**src/rtl/apb_fifo_slave.sv**
```systemverilog
// Zero-wait-state APB completer with CTRL/STATUS/DATA/SCRATCH registers.
// The DATA register is a push/pop window onto a DEPTH-entry FIFO with a level interrupt.
module apb_fifo_slave #(
   parameter int ADDRW = 32,
   parameter int DATAW = 32,
   parameter int DEPTH = 8
) (
   input  logic             pclk,
   input  logic             presetn,
   input  logic [ADDRW-1:0] paddr,
   input  logic             psel,
   input  logic             penable,
   input  logic             pwrite,
   input  logic [DATAW-1:0] pwdata,
   output logic [DATAW-1:0] prdata,
   output logic             irq
);

   localparam int PW = $clog2(DEPTH);
   localparam int CW = PW + 1;

   typedef enum logic [1:0] {IDLE, SETUP, ACCESS} state_t;
   typedef enum logic [1:0] {A_CTRL, A_STATUS, A_DATA, A_SCRATCH} addr_t;

   state_t           state;
   addr_t            reg_sel;
   logic             ctrl_en, ctrl_ie;
   logic [DATAW-1:0] scratch;
   logic [DATAW-1:0] mem [DEPTH];
   logic [PW-1:0]    rd_ptr, wr_ptr;
   logic [CW-1:0]    cnt;
   logic             ovf, udf;

   logic             empty, full;
   logic             setup_edge, access_edge;
   logic             wr_ctrl, wr_data, wr_scratch, rd_data;
   logic             do_clr, do_push, do_pop, set_ovf, set_udf;
   logic [PW-1:0]    rd_n, wr_n;
   logic [CW-1:0]    cnt_n;
   logic             ovf_n, udf_n, en_n, ie_n;
   logic [15:0]      stat16;
   logic [DATAW-1:0] ctrl_rd, status, rd_mux;
   logic             unused_paddr;

   assign unused_paddr = ^paddr;
   assign reg_sel      = addr_t'(paddr[3:2]);
   assign empty        = (cnt == '0);
   assign full         = (cnt == CW'(DEPTH));

   // A setup phase seen while already in SETUP is an abort, not a new setup.
   assign setup_edge  = psel & ~penable & (state != SETUP);
   assign access_edge = psel &  penable & (state == SETUP);

   assign wr_ctrl    = access_edge &  pwrite & (reg_sel == A_CTRL);
   assign wr_data    = access_edge &  pwrite & (reg_sel == A_DATA);
   assign wr_scratch = access_edge &  pwrite & (reg_sel == A_SCRATCH);
   assign rd_data    = access_edge & ~pwrite & (reg_sel == A_DATA);

   assign do_clr  = wr_ctrl & pwdata[2];
   assign do_push = wr_data & ctrl_en & ~full;
   assign set_ovf = wr_data & ctrl_en &  full;
   assign do_pop  = rd_data & ctrl_en & ~empty;
   assign set_udf = rd_data & ctrl_en &  empty;

   always_comb begin
      rd_n  = rd_ptr;
      wr_n  = wr_ptr;
      cnt_n = cnt;
      ovf_n = ovf;
      udf_n = udf;
      en_n  = ctrl_en;
      ie_n  = ctrl_ie;
      if (do_push) begin
         wr_n  = wr_ptr + PW'(1);
         cnt_n = cnt + CW'(1);
      end
      if (do_pop) begin
         rd_n  = rd_ptr + PW'(1);
         cnt_n = cnt - CW'(1);
      end
      if (set_ovf) ovf_n = 1'b1;
      if (set_udf) udf_n = 1'b1;
      if (wr_ctrl) begin
         en_n = pwdata[0];
         ie_n = pwdata[1];
      end
      // Flush overrides any FIFO update on the same edge.
      if (do_clr) begin
         rd_n  = '0;
         wr_n  = '0;
         cnt_n = '0;
         ovf_n = 1'b0;
         udf_n = 1'b0;
      end
   end

   always_comb begin
      stat16      = '0;
      stat16[0]   = empty;
      stat16[1]   = full;
      stat16[2]   = ovf;
      stat16[3]   = udf;
      stat16[15:8] = 8'(cnt);
      status      = DATAW'(stat16);
      ctrl_rd     = '0;
      ctrl_rd[0]  = ctrl_en;
      ctrl_rd[1]  = ctrl_ie;
      unique case (reg_sel)
         A_CTRL:    rd_mux = ctrl_rd;
         A_STATUS:  rd_mux = status;
         A_DATA:    rd_mux = (ctrl_en & empty) ? '0 : mem[rd_ptr];
         A_SCRATCH: rd_mux = scratch;
         default:   rd_mux = '0;
      endcase
   end

   always_ff @(posedge pclk or negedge presetn) begin
      if (!presetn) begin
         state   <= IDLE;
         prdata  <= '0;
         irq     <= 1'b0;
         ctrl_en <= 1'b0;
         ctrl_ie <= 1'b0;
         scratch <= '0;
         rd_ptr  <= '0;
         wr_ptr  <= '0;
         cnt     <= '0;
         ovf     <= 1'b0;
         udf     <= 1'b0;
      end else begin
         unique case (state)
            IDLE:    state <= (psel & ~penable) ? SETUP  : IDLE;
            SETUP:   state <= (psel &  penable) ? ACCESS : IDLE;
            ACCESS:  state <= (psel & ~penable) ? SETUP  : IDLE;
            default: state <= IDLE;
         endcase
         if (setup_edge && !pwrite) prdata <= rd_mux;
         if (wr_scratch) scratch <= pwdata;
         ctrl_en <= en_n;
         ctrl_ie <= ie_n;
         rd_ptr  <= rd_n;
         wr_ptr  <= wr_n;
         cnt     <= cnt_n;
         ovf     <= ovf_n;
         udf     <= udf_n;
         irq     <= ie_n & ((cnt_n != '0) | ovf_n | udf_n);
      end
   end

   always_ff @(posedge pclk) begin
      if (do_push) mem[wr_ptr] <= pwdata;
   end

endmodule

```
**config.mk**
```make
export PLATFORM = sky130hd
export DESIGN_NAME = apb_fifo_slave
export DESIGN_NICKNAME = d
export VERILOG_FILES = /design/src/rtl/apb_fifo_slave.sv
export SDC_FILE = /design/constraint.sdc
export NUM_CORES = 1
export LEC_CHECK = 0
export CAP_MARGIN = 20
export CORE_ASPECT_RATIO = 1.5
export CORE_UTILIZATION = 56
export DETAILED_ROUTE_END_ITERATION = 16
export GPL_TIMING_DRIVEN = 0
export PLACE_DENSITY = 0.77
export SLEW_MARGIN = 10
export SYNTH_ARGS = -nofsm -noshare
export SYNTH_HDL_FRONTEND = slang
export SYNTH_SLANG_ARGS = --single-unit
```
**constraint.sdc**
```tcl
create_clock -name pclk -period 5.6 [get_ports pclk]
set_input_delay 0.84 -clock pclk [delete_from_list [all_inputs] [get_ports pclk]]
set_output_delay 0.84 -clock pclk [all_outputs]
set_load 0.05 [all_outputs]
```
* Word-level counts from Yosys, hierarchy flattened
Memories as Yosys holds them, arrays and structs flattened. Index checks and enable logic that the tools add are counted.
Operators by class: add/subtract/negate cells 4, eq/ne operators 7, multiplexer cells 19, bitwise logic cells 25, reduce and logical (&&, ||, !) cells 9
Operator list (number):
- case mux 32 bit (4 select lines) | 1
- two-way mux 32 bit | 1
- AND 1 bit | 19
- two-way mux 3 bit | 4
- two-way mux 4 bit | 3
- two-way mux 1 bit | 8
- adder 3 x 1 -> 3 bit, second input constant | 2
- equality test 2 bit, second input constant | 3
- adder 4 x 1 -> 4 bit, second input constant | 1
- equality test 2 x 1 -> 1 bit, second input constant | 2
- equality test 4 bit, second input constant | 1
- zero test 2 bit | 2
- zero test 4 bit | 1
- NOT 1 bit | 4
- case mux 2 bit (2 select lines) | 1
- nonzero test 2 bit | 2
- nonzero test 4 bit | 1
- subtractor 4 x 1 -> 4 bit, second input constant | 1
- two-way mux 2 bit | 1
- != test 2 x 1 -> 1 bit, second input constant | 1
- OR 1 bit | 2
- OR reduction 2 bit | 1
- logical AND 1 bit | 1
- zero test 1 bit | 1
Storage, ports and cells: register bits after elaboration 81, RAM bits 256, input port bits 69, output and inout bits 33, logic and storage cells 76, memories 1
Memories:
- mem | depth 8, bits a word 32, read ports 1, clocked after memory_dff 0, write ports 1, line 29 | logic [DATAW-1:0] mem [DEPTH];

* Logic depth before layout (Yosys ltp)
Gate-level depths: netlist of run 1.
depth in word-level cells 13, depth in mapped cells 8, gate-level depth less buffers 7

* Worst setup path after synthesis of run 1
No wires, ideal clock.
path type input-to-reg, start point input port paddr[2], end point memory mem[0][0], enable pin, library setup time 461 ps, arrival time 3808 ps, data required time 5139 ps, setup slack 1331 ps, cell stages on the path 5, buffers on the path 1, cells stage by stage buf_6 and3b_2 and4_4 nand2b_1 nor3_1
On the way: word-level cells in the longest chain between the ends 6
RTL lines:
- start, declared | line 10 | input logic [ADDRW-1:0] paddr,
- equality test 2 bit | line 55 | assign wr_data = access_edge & pwrite & (reg_sel == A_DATA);
- AND 1 bit | line 55
- AND 1 bit (2 in series) | line 60 | assign do_push = wr_data & ctrl_en & ~full;
- two-way mux 1 bit | line 151 | if (do_push) mem[wr_ptr] <= pwdata;
- two-way mux 1 bit (implied by the code) | line 151
- end, declared | line 29
No other way between the ends.

* Final worst setup path of run 1
start point input port pwrite, end point memory mem[1][22], enable pin
On the way: word-level cells in the longest chain between the ends 6
RTL lines:
- start, declared | line 13 | input logic pwrite,
- AND 1 bit (2 in series) | line 55
- AND 1 bit (2 in series) | line 60
- two-way mux 1 bit | line 151
- two-way mux 1 bit (implied by the code) | line 151
No other way between the ends.

==> results, run 1 <==
- The predominant post-synthesis flop cell is edfxtp_1.
- The number of antenna violations at the first check in global routing is 2.
- Of the total synthesized cell area, the portion taken by full adders, half adders and majority gates is 0.003743.
- The net count of the mapped netlist is 787.
- In this design, the stage delay of the slowest critical-path cell is 670 ps.
- After detailed routing, the number of vias per cell comes to 6.143.
- The count of buffers added on input and output ports is 69.
- The worst setup margin is 2517 ps.
- The worst register-to-register path has a depth of 8.
- The detail route stage leaves a number of antenna-violating nets equal to 0.
- The global-route total usage across every layer is 0.2561.
- The shortest clock period the worst path allows after layout is 3083 ps.
- The net count of the finished layout is 903.
- After technology mapping, the gate count stands at 714.
- The height of the die is 191.3 um.
- Of the total power, the clock network draws 0.392.
- The top cell types in the final layout, fill and taps aside, are 256 x edfxtp_1, 81 x dfrtp_1, 68 x clkdlybuf4s50_1.
- Of all flip-flops after synthesis, the portion carrying an async set or reset was 0.2404.
- For this design the static power due to leakage is 5.441 nW.
- The final core utilization is 0.6773.
- The sequential element share of the synthesized area is 0.7264.
- The worst-case IR drop observed on VDD is 271.2 uV.
- Of the total power, the share spent switching nets is 0.2285.
- The count of standard-cell rows is 68.
- The internal power component is 0.004077 W.
- For this block, the initial DRC count from the detailed router was 586.
- After synthesis, the largest family of logic cells by area is multiplexers.
- The insertion delay to the later sink of the worst-skew pair is 560 ps.
- The first detailed-routing pass ran for 5 iterations.
- In the final layout, the share of cells above drive strength 1 is 0.1991.
- The final layout contains routed wiring with a total length of 29.73 mm.
- The number of gates resized after CTS is 0.
- The worst hold path belongs to the class in2async.
- For this design the total switching power over the nets is 0.001207 W.
- Counting flops and latches in the post-synthesis netlist gives 337.
- The via count of the first global-routing pass is 7714.
- The count of pins over their slew limit is 0.
- Fill cells in the final layout number 1490.
- The worst setup slack before clock tree synthesis is 1975 ps.
- Of the total synthesized cell area, the portion taken by AND, OR, NAND and NOR gates is 0.03827.
- The number of design rule violations left after detail routing is 0.
- The cell with the largest stage delay on the worst path is clkdlybuf4s50_1.
- The wire length of the first global-routing pass is 45.37 mm.
- The most repeated library cell on the critical path is buf_4.
- The share of total power dissipated in sequential elements is 0.530.
- Of all nets on the critical path, the largest fanout is 10.
- The CTS sink count is 337.
- The xor/xnor share of the synthesized area is 0.003275.
- After clock tree synthesis, the flow added hold-fix buffers numbering 0.
- The initial core utilization is 0.5757.
- The post-synthesis compound-gate area fraction is 0.04426.
- The core region is 23230 um2.
- In this run the deepest clock path goes through 3 buffers.
- Walking the worst path, the cells encountered are clkdlybuf4s50_1 -> buf_6 -> and4_4 -> nand2_1 -> nor3_2 -> buf_4 -> buf_4.
- Setup repair after global routing left no endpoint under its margin.
- The actual transition at the worst max-transition pin is 1045 ps.
- The share of synthesized area in the top cell type comes to 0.5749.
- The average size of a mapped cell is 18.73 um2.
- During I/O placement, the number of pins put on the boundary was 102.
- The final critical-path share of the clock period is 0.5505.
- STA puts the critical path data required time at 5850 ps.
- After global routing the overflow that remains totals 0.
- After synthesis, the share of cell area in mux cells is 0.1650.
- After synthesis, the cell types taking the most area are edfxtp_1 57%, dfrtp_1 15%, mux4_2 11%.
- The number of buffer and inverter instances along the worst setup path is 4.
- The total number of H-tree levels is 1.
- The wire-length estimate of the detail-placed layout is 18.62 mm.
- Setup violations remaining at the end of the flow were counted as 0.
- In this run the critical register-to-register path is captured at mem[1][22].
- The power density relative to cell area is 335.9 nW/um2.
- The number of endpoints with negative hold slack in the final report is 0.
- The run finished with clean final reports.
- The Yosys step of the flow raised 0 warnings.
- Across the run, the number of max-cap violations was 0.
- The clock transition at the register clock pins on the worst setup and hold paths after CTS is 70 ps.
- For the worst setup path, the data arrival time is 3330 ps.
- The clock root buffer is clkbuf_16.
- STA classifies the critical path endpoint as a flip-flop.
- TritonCTS created 30 clock buffers.
- The worst slew margin relative to its limit is 0.3032.
- The detail-routed net length per standard cell is 25.41 um.
- The combinational share of power is 0.079.
- The clock tree from TritonCTS is built.
- The maximum number of pins on one net before global-route repair is 59.
- The cell type with the highest aggregate area in the netlist is edfxtp_1.
- The number of enable-type register cells in the synthesized netlist is 256.
- In this run the cell area of the synthesized design comes to 13370 um2.
- The worst setup path is of the in2reg kind.
- The slack of the worst reg-to-reg path is 2520 ps.
- The setup skew after layout is 26.12 ps.
- The maximum clock frequency is 324.4 MHz.
- The die covers 24510 um2.
- In this run the critical register-to-register path is launched from cnt[0].
- The horizontal die dimension is 128.2 um.
- The critical path startpoint category is a primary input.
- Compared with the post-synthesis result, the final layout area differs by 17.65%.
- Leaving out fill and tap cells, the most frequent cell in the layout is edfxtp_1.
- At the end of routability-driven placement, the weighted congestion stood at 0.8665.
- The number of buffers inserted by post-CTS setup repair is 0.
- The cell family contributing the most delay on the critical path is buffers and inverters.
- The via total after detailed routing is 7187.
- The number of distinct library cells after synthesis is 53.
per-layer routing:
layer | global-route usage | part of all wire
met1 | 0.3172 | 0.37
met2 | 0.4446 | 0.53
met3 | 0.03890 | 0.064
met4 | 0.1176 | 0.042
met5 | 0 | 0.00044
how the worst max path moves through the flow:
stage	start	end	cells past startpoint
final	pwrite	mem[1][22]	7
after global routing	cnt[0]	mem[1][22]	8
after CTS	cnt[0]	mem[1][22]	8
after detailed placement	pwrite	mem[1][22]	7
after global placement	pwrite	mem[0][22]	5
after floorplan	paddr[2]	mem[0][0]	5
stage by stage:
step	instance area [um2]	total power [W]	hold slack, ps	cells	setup TNS [ps]
2_1_floorplan	13370	0.003083	458.5	714	0
3_3_place_gp	14460	0.003245	465.5	1098	-95250
3_5_place_dp	14740	0.003263	475.4	1113	0
4_1_cts	15730	0.005301	218.7	1169	0
5_1_grt	15730	0.005425	229.1	1170	0
6_report	15730	0.005284	220.7	1170	0
area by class of cell:
cell class,count,area [um2],area share
diodes,1,2.502,0.0001591
plain buffers,41,220.2,0.01400
clock buffers,35,800.8,0.05090
clock inverters,21,192.7,0.01225
inverters,9,33.78,0.002147
multi-input cells,327,3460,0.2199
flip-flops and latches,337,9714,0.6175
well taps,315,394.1,0.02505
repair buffers,84,914.6,0.05814
Yosys cell counts (2+ instances only):
cell type	n
and3_1	2
inv_1	8
ha_1	4
edfxtp_1	256
o21ai_0	4
nand2_1	43
nand3b_1	2
mux2_1	30
mux4_2	64
buf_6	5
nor2_1	14
xor2_1	2
nor4_1	3
nand3_1	8
nand2b_1	5
xnor2_1	3
nor3_1	6
clkbuf_1	19
a2bb2oi_1	30
o21ai_1	32
buf_2	8
buf_4	5
dfrtp_1	81
a31oi_1	3
mux2_2	6
mux2i_1	36
a21oi_1	6
buf_1	4
power by group through the flow:
stage	clock [W]	sequential, W	combinational, W
final	0.00207	0.00280	0.000415
after global routing	0.00218	0.00280	0.000442
after CTS	0.00209	0.00280	0.000418
after detailed placement	0	0.00285	0.000415
after global placement	0	0.00284	0.000401
after floorplan	0	0.00294	0.000142
registers in the layout, indices dropped and copies added, names as in the netlist:
register,count
cnt,4
ctrl_en,1
ctrl_ie,1
irq,1
mem,256
ovf,1
prdata,32
rd_ptr,3
scratch,32
state,2
udf,1
wr_ptr,3
cell families (layout without fill, tap and decap cells):
kind of cell | after synthesis | in the layout
DFF | 337 | 337
and+or+nand+nor | 96 | 96
xor gates and xnor gates | 5 | 5
other | 0 | 1
muxes | 136 | 136
buffers and inverters | 50 | 190
AOI/OAI and AO/OA | 86 | 86
adders and majority gates | 4 | 4
(Power assumes the default switching activity.)
==> run 2: changes to the inputs <==
--- a/config.mk
+++ b/config.mk
@@ -7,10 +7,10 @@
 export LEC_CHECK = 0
 export CAP_MARGIN = 20
 export CORE_ASPECT_RATIO = 1.5
-export CORE_UTILIZATION = 56
+export CORE_UTILIZATION = 52
 export DETAILED_ROUTE_END_ITERATION = 16
 export GPL_TIMING_DRIVEN = 0
-export PLACE_DENSITY = 0.77
+export PLACE_DENSITY = 0.75
 export SLEW_MARGIN = 10
 export SYNTH_ARGS = -nofsm -noshare
 export SYNTH_HDL_FRONTEND = slang
==> constraint.sdc (replaced) <==
create_clock -name pclk -period 2.6 [get_ports pclk]
set_input_delay 0.39 -clock pclk [delete_from_list [all_inputs] [get_ports pclk]]
set_output_delay 0.39 -clock pclk [all_outputs]
set_load 0.05 [all_outputs]
==> run 2 against run 1 <==
Non-clock buffer count increased by 12. Sequential cell count unchanged. Utilization decreased by 4.2 points. Count of clock-buffer cells in the layout increased by 5. Via count increased by 0.83%. Critical path type is now reg2reg. Largest power group unchanged.
==> results, run 2 (synthesis results as in run 1) <==
- The number of design rule violations left after detail routing is 0 (unchanged).
- The required time reported for the critical path endpoint came to 3010 ps (was 5850 ps).
- The remaining antenna violation count after routing is 0 (unchanged).
- The setup total negative slack is 0 ps (unchanged).
- The port buffer count came to 69 (unchanged).
- The worst slew margin relative to its limit is 0.3530 (was 0.3032).
- The count of maximum capacitance violations is 0 (unchanged).
- The CTS sink count came to 337 (unchanged).
- The wire length of the first global-routing pass is 45.82 mm (was 45.37 mm).
- The number of antenna violations at the first check in global routing is 0 (was 2).
- The global placer's final weighted congestion came to 0.8378 (was 0.8665).
- The longest individual stage delay on the worst path is 430 ps (was 670 ps).
- The area of the core came to 25140 um2 (was 23230 um2).
- The share of final-layout standard cells stronger than drive strength 1 is 0.2090 (was 0.1991).
- The setup skew after layout came to 19.00 ps (was 26.12 ps).
- The total number of H-tree levels is 1 (unchanged).
- The aggregate routed wire length is 30.20 mm (was 29.73 mm).
- The half-perimeter wire length of the detailed placement result is 19.37 mm (was 18.62 mm).
- The clock root buffer is clkbuf_16 (unchanged).
- The maximum clock frequency is 402.6 MHz.
- Result of the run: complete, no violations (unchanged).
- The post-route standard cell area excluding fillers is 15980 um2 (was 15730 um2).
- The count of fill cells added during filler insertion is 1683 (was 1490).
- The height of the die is 198.4 um (was 191.3 um).
- The cell count after placement is 1124 (was 1113).
- The global route total overflow was 0 (unchanged).
- The horizontal die dimension is 132.9 um (was 128.2 um).
- The global-route met1 utilization came to 0.2822 (was 0.3172).
- The actual transition at the worst max-transition pin was 970.5 ps (was 1045 ps).
- The worst endpoint data arrival time is 2890 ps (was 3330 ps).
- The initial core utilization was 0.5319 (was 0.5757).
- Unrepaired setup endpoints after global routing: no (unchanged).
- The CTS buffer count is 30 (unchanged).
- The maximum fanout along the worst path is 10 (unchanged).
- The number of optimization iterations in the first detailed-route pass is 5 (unchanged).
- The via count of the first global-routing pass is 7722 (was 7714).
- The maximum number of buffers from clock root to sink is 3 (unchanged).
- The count of pins on the block boundary is 102 (unchanged).
- The routing usage on met2 was 0.4351 (was 0.4446).
- The insertion delay to the later sink of the worst-skew pair is 560 ps (about the same).
- The shortest clock period the worst path allows after layout is 2484 ps.
- The count of placed standard cells in the final layout, fillers left out is 1195 (was 1170).
- The global routing met3 resource utilization is 0.03389 (was 0.03890).
- The count of pins over their slew limit came to 0 (unchanged).
- The die area is 26380 um2 (was 24510 um2).
- The number of design-rule violations left by the first detailed-router iteration is 542 (was 586).
- The startpoint-to-endpoint class of the critical path is reg2reg (was in2reg).
- The worst min-delay path category is in2reg (was in2async).
- The critical path startpoint category is a flip-flop (was primary input).
- The clock tree from TritonCTS was built (unchanged).
- The final core utilization came to 0.6354 (was 0.6773).
- The final critical-path share of the clock period is 0.9553.
- The power density relative to cell area is 716.2 nW/um2 (was 335.9 nW/um2).
- The most common library cell in the layout ignoring fill and taps is edfxtp_1 (unchanged).
- The maximum number of pins on one net before global-route repair is 55 (was 59).
- The number of endpoints with negative hold slack in the final report was 0 (unchanged).
- The via total after detailed routing is 7247 (was 7187).
- Most frequent cells in the layout: 256 x edfxtp_1, 81 x dfrtp_1, 68 x clkdlybuf4s50_1 (unchanged).
- The net count of the finished layout is 915 (was 903).
- The detail-routed net length per standard cell is 25.27 um (was 25.41 um).
- The peak ir drop on the vdd network is 552.8 uV (was 271.2 uV).
- The count of standard-cell rows is 71 (was 68).
- The top cell family by delay on the critical path was simple AND/OR/NAND/NOR gates (was buffers and inverters).
- The largest register by flop count was mem (unchanged).
- The synthesis-to-finish area growth is 19.46% (was 17.65%).
- The leakage power total was 5.529 nW (was 5.441 nW).
- The total cell area at the placement stage came to 14780 um2 (was 14740 um2).
- The number of flip-flops under the largest register name is 256 (unchanged).
- The via density per instance is 6.064 (was 6.143).
- The routing layer with the top usage in global route is met2 (unchanged).
- The endpoint kind of the worst setup timing path is a flip-flop (unchanged).
- The number of buffer and inverter instances along the worst setup path is 2 (was 4).
- The global-route total usage across every layer was 0.2368 (was 0.2561).
- Leading registers by flop count: mem x256, prdata x32, scratch x32 (unchanged).
- The clock transition at the register clock pins on the worst setup and hold paths after CTS is 70 ps (about the same).
- Critical path cell sequence: inv_1 -> ha_1 -> nor3b_4 -> nand2_1 -> nand3b_1 -> clkbuf_2 -> a2bb2oi_1 -> o21ai_1 (was clkdlybuf4s50_1 -> buf_6 -> and4_4 -> nand2_1 -> nor3_2 -> buf_4 -> buf_4).
- The cell with the largest stage delay on the worst path is dfrtp_1 (was clkdlybuf4s50_1).
- The number of setup violations in the final report is 0 (unchanged).
==> run 2: layer usage <==
metal	routed length, um	up-vias
met5	0	-
met2	16500	306
met4	797	0
met1	10910	3781
met3	1985	57
li1	-	3103
==> run 2: area by class of cell <==
| class | instances | area (um2) | share of cell area |
|---|---|---|---|
| Antenna cell | 1 | 2.502 | 0.0001566 |
| Buffer | 41 | 224.0 | 0.01402 |
| Clock buffer | 40 | 818.3 | 0.05122 |
| Clock inverter | 16 | 197.7 | 0.01237 |
| Inverter | 9 | 33.78 | 0.002115 |
| Multi-Input combinational cell | 327 | 3483 | 0.2180 |
| Sequential cell | 337 | 9714 | 0.6081 |
| Tap cell | 328 | 410.4 | 0.02569 |
| Timing Repair Buffer | 96 | 1091 | 0.06830 |
==> run 2: path summary, 6_finish.rpt <==
kind,from,to,slack [ps],cells past startpoint
hold / removal,paddr[2],prdata[1],260,4
max in group asynchronous,presetn,prdata[13],1640,3
min in group asynchronous,presetn,scratch[10],310,2
hold reg to reg,prdata[3],prdata[3],480,2
setup reg to reg,cnt[0],prdata[11],120,8
setup / recovery,cnt[0],prdata[11],120,8
==> run 2: per-stage QoR <==
step / setup slack [ps] / total power (W) / hold WS (ps)
finish: 116.1 / 0.01144 / 264.6
floorplan: -464.8 / 0.006640 / 94.41
global placement: -2308 / 0.006980 / 465.8
global route: 34.53 / 0.01177 / 267.2
detailed placement: -398.1 / 0.007029 / 353.0
CTS: 11.32 / 0.01152 / 244.5
==> run 2: repair_timing <==
| item | CTS | global route |
|---|---|---|
| pin swaps | 8 | 0 |
| buffers inserted | 12 | 1 |
| resized for setup | 4 | 2 |
| hold buffers | 1 | 0 |
| setup endpoints to repair | 212 | 53 |
| endpoints found under the hold margin | 27 | 0 |
==> run 2: power breakdown <==
part	leakage [nW]	total [W]	switching, W	internal (W)
sequential	3.38	0.00602	0.0000924	0.00593
combinational	1.65	0.000900	0.000558	0.000342
clock	0.499	0.00452	0.00190	0.00262
total	5.53	0.0114	0.00255	0.00889
==> run 2: worst min-delay path, stage by stage <==
cell	delay (ps)
buf_6	110
nor3_1	60
nor2_1	90
a22o_1	130
==> run 3: changes to the inputs <==
--- a/config.mk
+++ b/config.mk
@@ -7,6 +7,7 @@
 export LEC_CHECK = 0
 export CAP_MARGIN = 20
 export CORE_ASPECT_RATIO = 1.5
+export CORE_MARGIN = 5
 export CORE_UTILIZATION = 52
 export DETAILED_ROUTE_END_ITERATION = 16
 export GPL_TIMING_DRIVEN = 0
==> run 3 against run 2 <==
Utilization down 1.5 points. Die area is 10% higher. Cell count is 0.17% higher. Wire length shrank 3.0%. Sequential cell count unchanged. Sequential share of layout area grew 0.41 points. Clock skew rose by 4.6 ps. Register-to-register slack is essentially flat. Non-clock buffer count fell by 1. Sequential power barely moved. Highest routed layer is now met5.
==> results, run 3 (synthesis results as in run 1) <==
- Result of the run: complete, no violations (unchanged).
- The share of total power consumed by net switching was 0.2289 (was 0.2226).
- The critical path startpoint category is a flip-flop (unchanged).
- The number of design rule violations left after detail routing is 0 (unchanged).
- Leading registers by flop count: mem x256, prdata x32, scratch x32 (unchanged).
- The horizontal die dimension is 140.9 um (was 132.9 um).
- The clock root buffer was clkbuf_16 (unchanged).
- The global route total overflow is 0 (unchanged).
- The total number of H-tree levels was 1 (unchanged).
- The port buffer count is 69 (unchanged).
- The global placer's final weighted congestion came to 0.8351 (was 0.8378).
- The global-route total usage across every layer is 0.2068 (was 0.2368).
- The worst reg2reg path endpoint is prdata[31] (was prdata[11]).
- The cell count after placement is 1127 (was 1124).
- The count of standard-cell rows is 72 (was 71).
- The fraction of power consumed by the clock network is 0.378 (was 0.395).
- The total cell area at the placement stage is 14770 um2 (was 14780 um2).
- The count of pins over their slew limit was 0 (unchanged).
- The aggregate routed wire length is 29.28 mm (was 30.20 mm).
- The clock transition at the register clock pins on the worst setup and hold paths after CTS is 70 ps (about the same).
- The area of the core is 25580 um2 (was 25140 um2).
- The clock tree from TritonCTS is built (unchanged).
- The via total after detailed routing came to 7166 (was 7247).
- The count of pins on the block boundary is 102 (unchanged).
- The insertion delay to the later sink of the worst-skew pair is 570 ps (was 560 ps).
- The share of final-layout standard cells stronger than drive strength 1 came to 0.2074 (was 0.2090).
- The half-perimeter wire length of the detailed placement result is 18.54 mm (was 19.37 mm).
- The post-route standard cell area excluding fillers came to 15870 um2 (was 15980 um2).
- The CTS buffer count came to 29 (was 30).
- The synthesis-to-finish area growth is 18.66% (was 19.46%).
- The count of placed standard cells in the final layout, fillers left out is 1197 (was 1195).
- The net count of the finished layout is 913 (was 915).
- The maximum clock frequency is 403.6 MHz (was 402.6 MHz).
- The maximum number of pins on one net before global-route repair is 44 (was 55).
- The number of setup violations in the final report is 0 (unchanged).
- The wire length of the first global-routing pass is 44.95 mm (was 45.82 mm).
- The shortest clock period the worst path allows after layout is 2478 ps (was 2484 ps).
- The via density per instance is 5.987 (was 6.064).
- The largest register by flop count is mem (unchanged).
- The net switching power of the design is 0.002545 W (was 0.002547 W).
- The maximum number of buffers from clock root to sink is 3 (unchanged).
- The actual transition at the worst max-transition pin came to 955.9 ps (was 970.5 ps).
- The cell depth of the worst flop-to-flop path is 8 (unchanged).
- The slack of the worst reg-to-reg path is 120 ps (about the same).
- The initial core utilization is 0.5227 (was 0.5319).
- The number of antenna violations at the first check in global routing is 2 (was 0).
- The power density relative to cell area is 700.5 nW/um2 (was 716.2 nW/um2).
- The combinational share of power came to 0.080 (was 0.079).
- The maximum fanout along the worst path is 10 (unchanged).
- The leakage power total came to 5.482 nW (was 5.529 nW).
- The die area is 29090 um2 (was 26380 um2).
- The via count of the first global-routing pass is 7533 (was 7722).
- The remaining antenna violation count after routing was 0 (unchanged).
- The worst hold-check slack was 246.6 ps (was 264.6 ps).
- The height of the die came to 206.4 um (was 198.4 um).
- Most frequent cells in the layout: 256 x edfxtp_1, 81 x dfrtp_1, 68 x clkdlybuf4s50_1 (unchanged).
- The internal power component was 0.008571 W (was 0.008895 W).
- The most common library cell in the layout ignoring fill and taps is edfxtp_1 (unchanged).
- The worst slew margin relative to its limit was 0.3627 (was 0.3530).
- The number of optimization iterations in the first detailed-route pass is 5 (unchanged).
- The CTS sink count came to 337 (unchanged).
- The source of the critical timing path is cnt[0] (unchanged).
- The register share of total power is 0.541 (was 0.527).
- The worst min-delay path category is in2reg (unchanged).
- The worst endpoint data arrival time came to 2890 ps (about the same).
- The peak ir drop on the vdd network is 471.2 uV (was 552.8 uV).
- The required time reported for the critical path endpoint is 3010 ps (about the same).
- The termination of the worst setup path is prdata[31] (was prdata[11]).
- The endpoint kind of the worst setup timing path is a flip-flop (unchanged).
- The count of maximum capacitance violations is 0 (unchanged).
- The final critical-path share of the clock period is 0.9530 (was 0.9553).
- The detail-routed net length per standard cell is 24.46 um (was 25.27 um).
- The number of endpoints with negative hold slack in the final report is 0 (unchanged).
- The total design power was 0.01112 W (was 0.01144 W).
- The number of flip-flops under the largest register name is 256 (unchanged).
- The setup skew after layout was 23.56 ps (was 19.00 ps).
- The startpoint-to-endpoint class of the critical path is reg2reg (unchanged).
- The number of design-rule violations left by the first detailed-router iteration is 650 (was 542).
- The reg-to-reg startpoint is cnt[0] (unchanged).
- The setup total negative slack is 0 ps (unchanged).
run 3: power groups by stage:
stage / Sequential (W) / Clock [W] / Combinational, W
finish: 0.00602 / 0.00421 / 0.000892
global route: 0.00603 / 0.00452 / 0.000958
CTS: 0.00602 / 0.00428 / 0.000903
detailed placement: 0.00613 / 0 / 0.000898
global placement: 0.00613 / 0 / 0.000872
floorplan: 0.00633 / 0 / 0.000306
run 3: worst max-delay path, stage by stage (launching register included):
cell       delay, ps
dfrtp_1          420
inv_1            210
ha_1             270
nor3b_4          360
nand2_1          100
nand3b_1         230
clkbuf_4         300
a2bb2oi_1        340
o21ai_1          100
run 3: what timing repair did:
action                                 4_1_cts  5_1_grt
endpoints found under the hold margin       38        0
buffers inserted                             8        6
resized for setup                            6        2
pin swaps                                    7        2
setup endpoints to repair                  224       61
hold buffers                                 1        0
run 3: area by class of cell:
cell class | instances | area [um2]
Timing Repair Buffer | 95 | 1069
Buffer | 41 | 226.5
Fill cell | 1831 | 9717
Antenna cell | 1 | 2.502
Tap cell | 333 | 416.7
Sequential cell | 337 | 9714
Clock buffer | 35 | 758.2
Inverter | 9 | 33.78
Clock inverter | 19 | 163.9
Multi-Input combinational cell | 327 | 3483
run 3: worst min path at each step:
stage / endpoint / cells after the start / slack [ps] / from
2_1_floorplan: cnt[0] / 0 / 90 / presetn
3_3_place_gp: scratch[3] / 1 / 470 / scratch[3]
3_5_place_dp: prdata[10] / 1 / 440 / presetn
4_1_cts: prdata[1] / 4 / 220 / paddr[2]
5_1_grt: prdata[1] / 4 / 280 / paddr[2]
6_report: prdata[1] / 4 / 250 / paddr[2]
run 3: metrics by stage:
stage,utilization,worst slack (ps)
after global placement,0.5665,-2389
after global routing,0.6202,-3.675
after CTS,0.6183,10.28
after detailed placement,0.5774,-680.4
after floorplan,-,-464.8
final,0.6202,122.1
run 3: routing by layer:
metal / share of wire / wire length, um / track usage
met4: 0.030 / 881 / 0.07445
met5: 0.00024 / 7 / 0
met2: 0.53 / 15490 / 0.3628
met1: 0.38 / 11240 / 0.2653
met3: 0.057 / 1661 / 0.02824
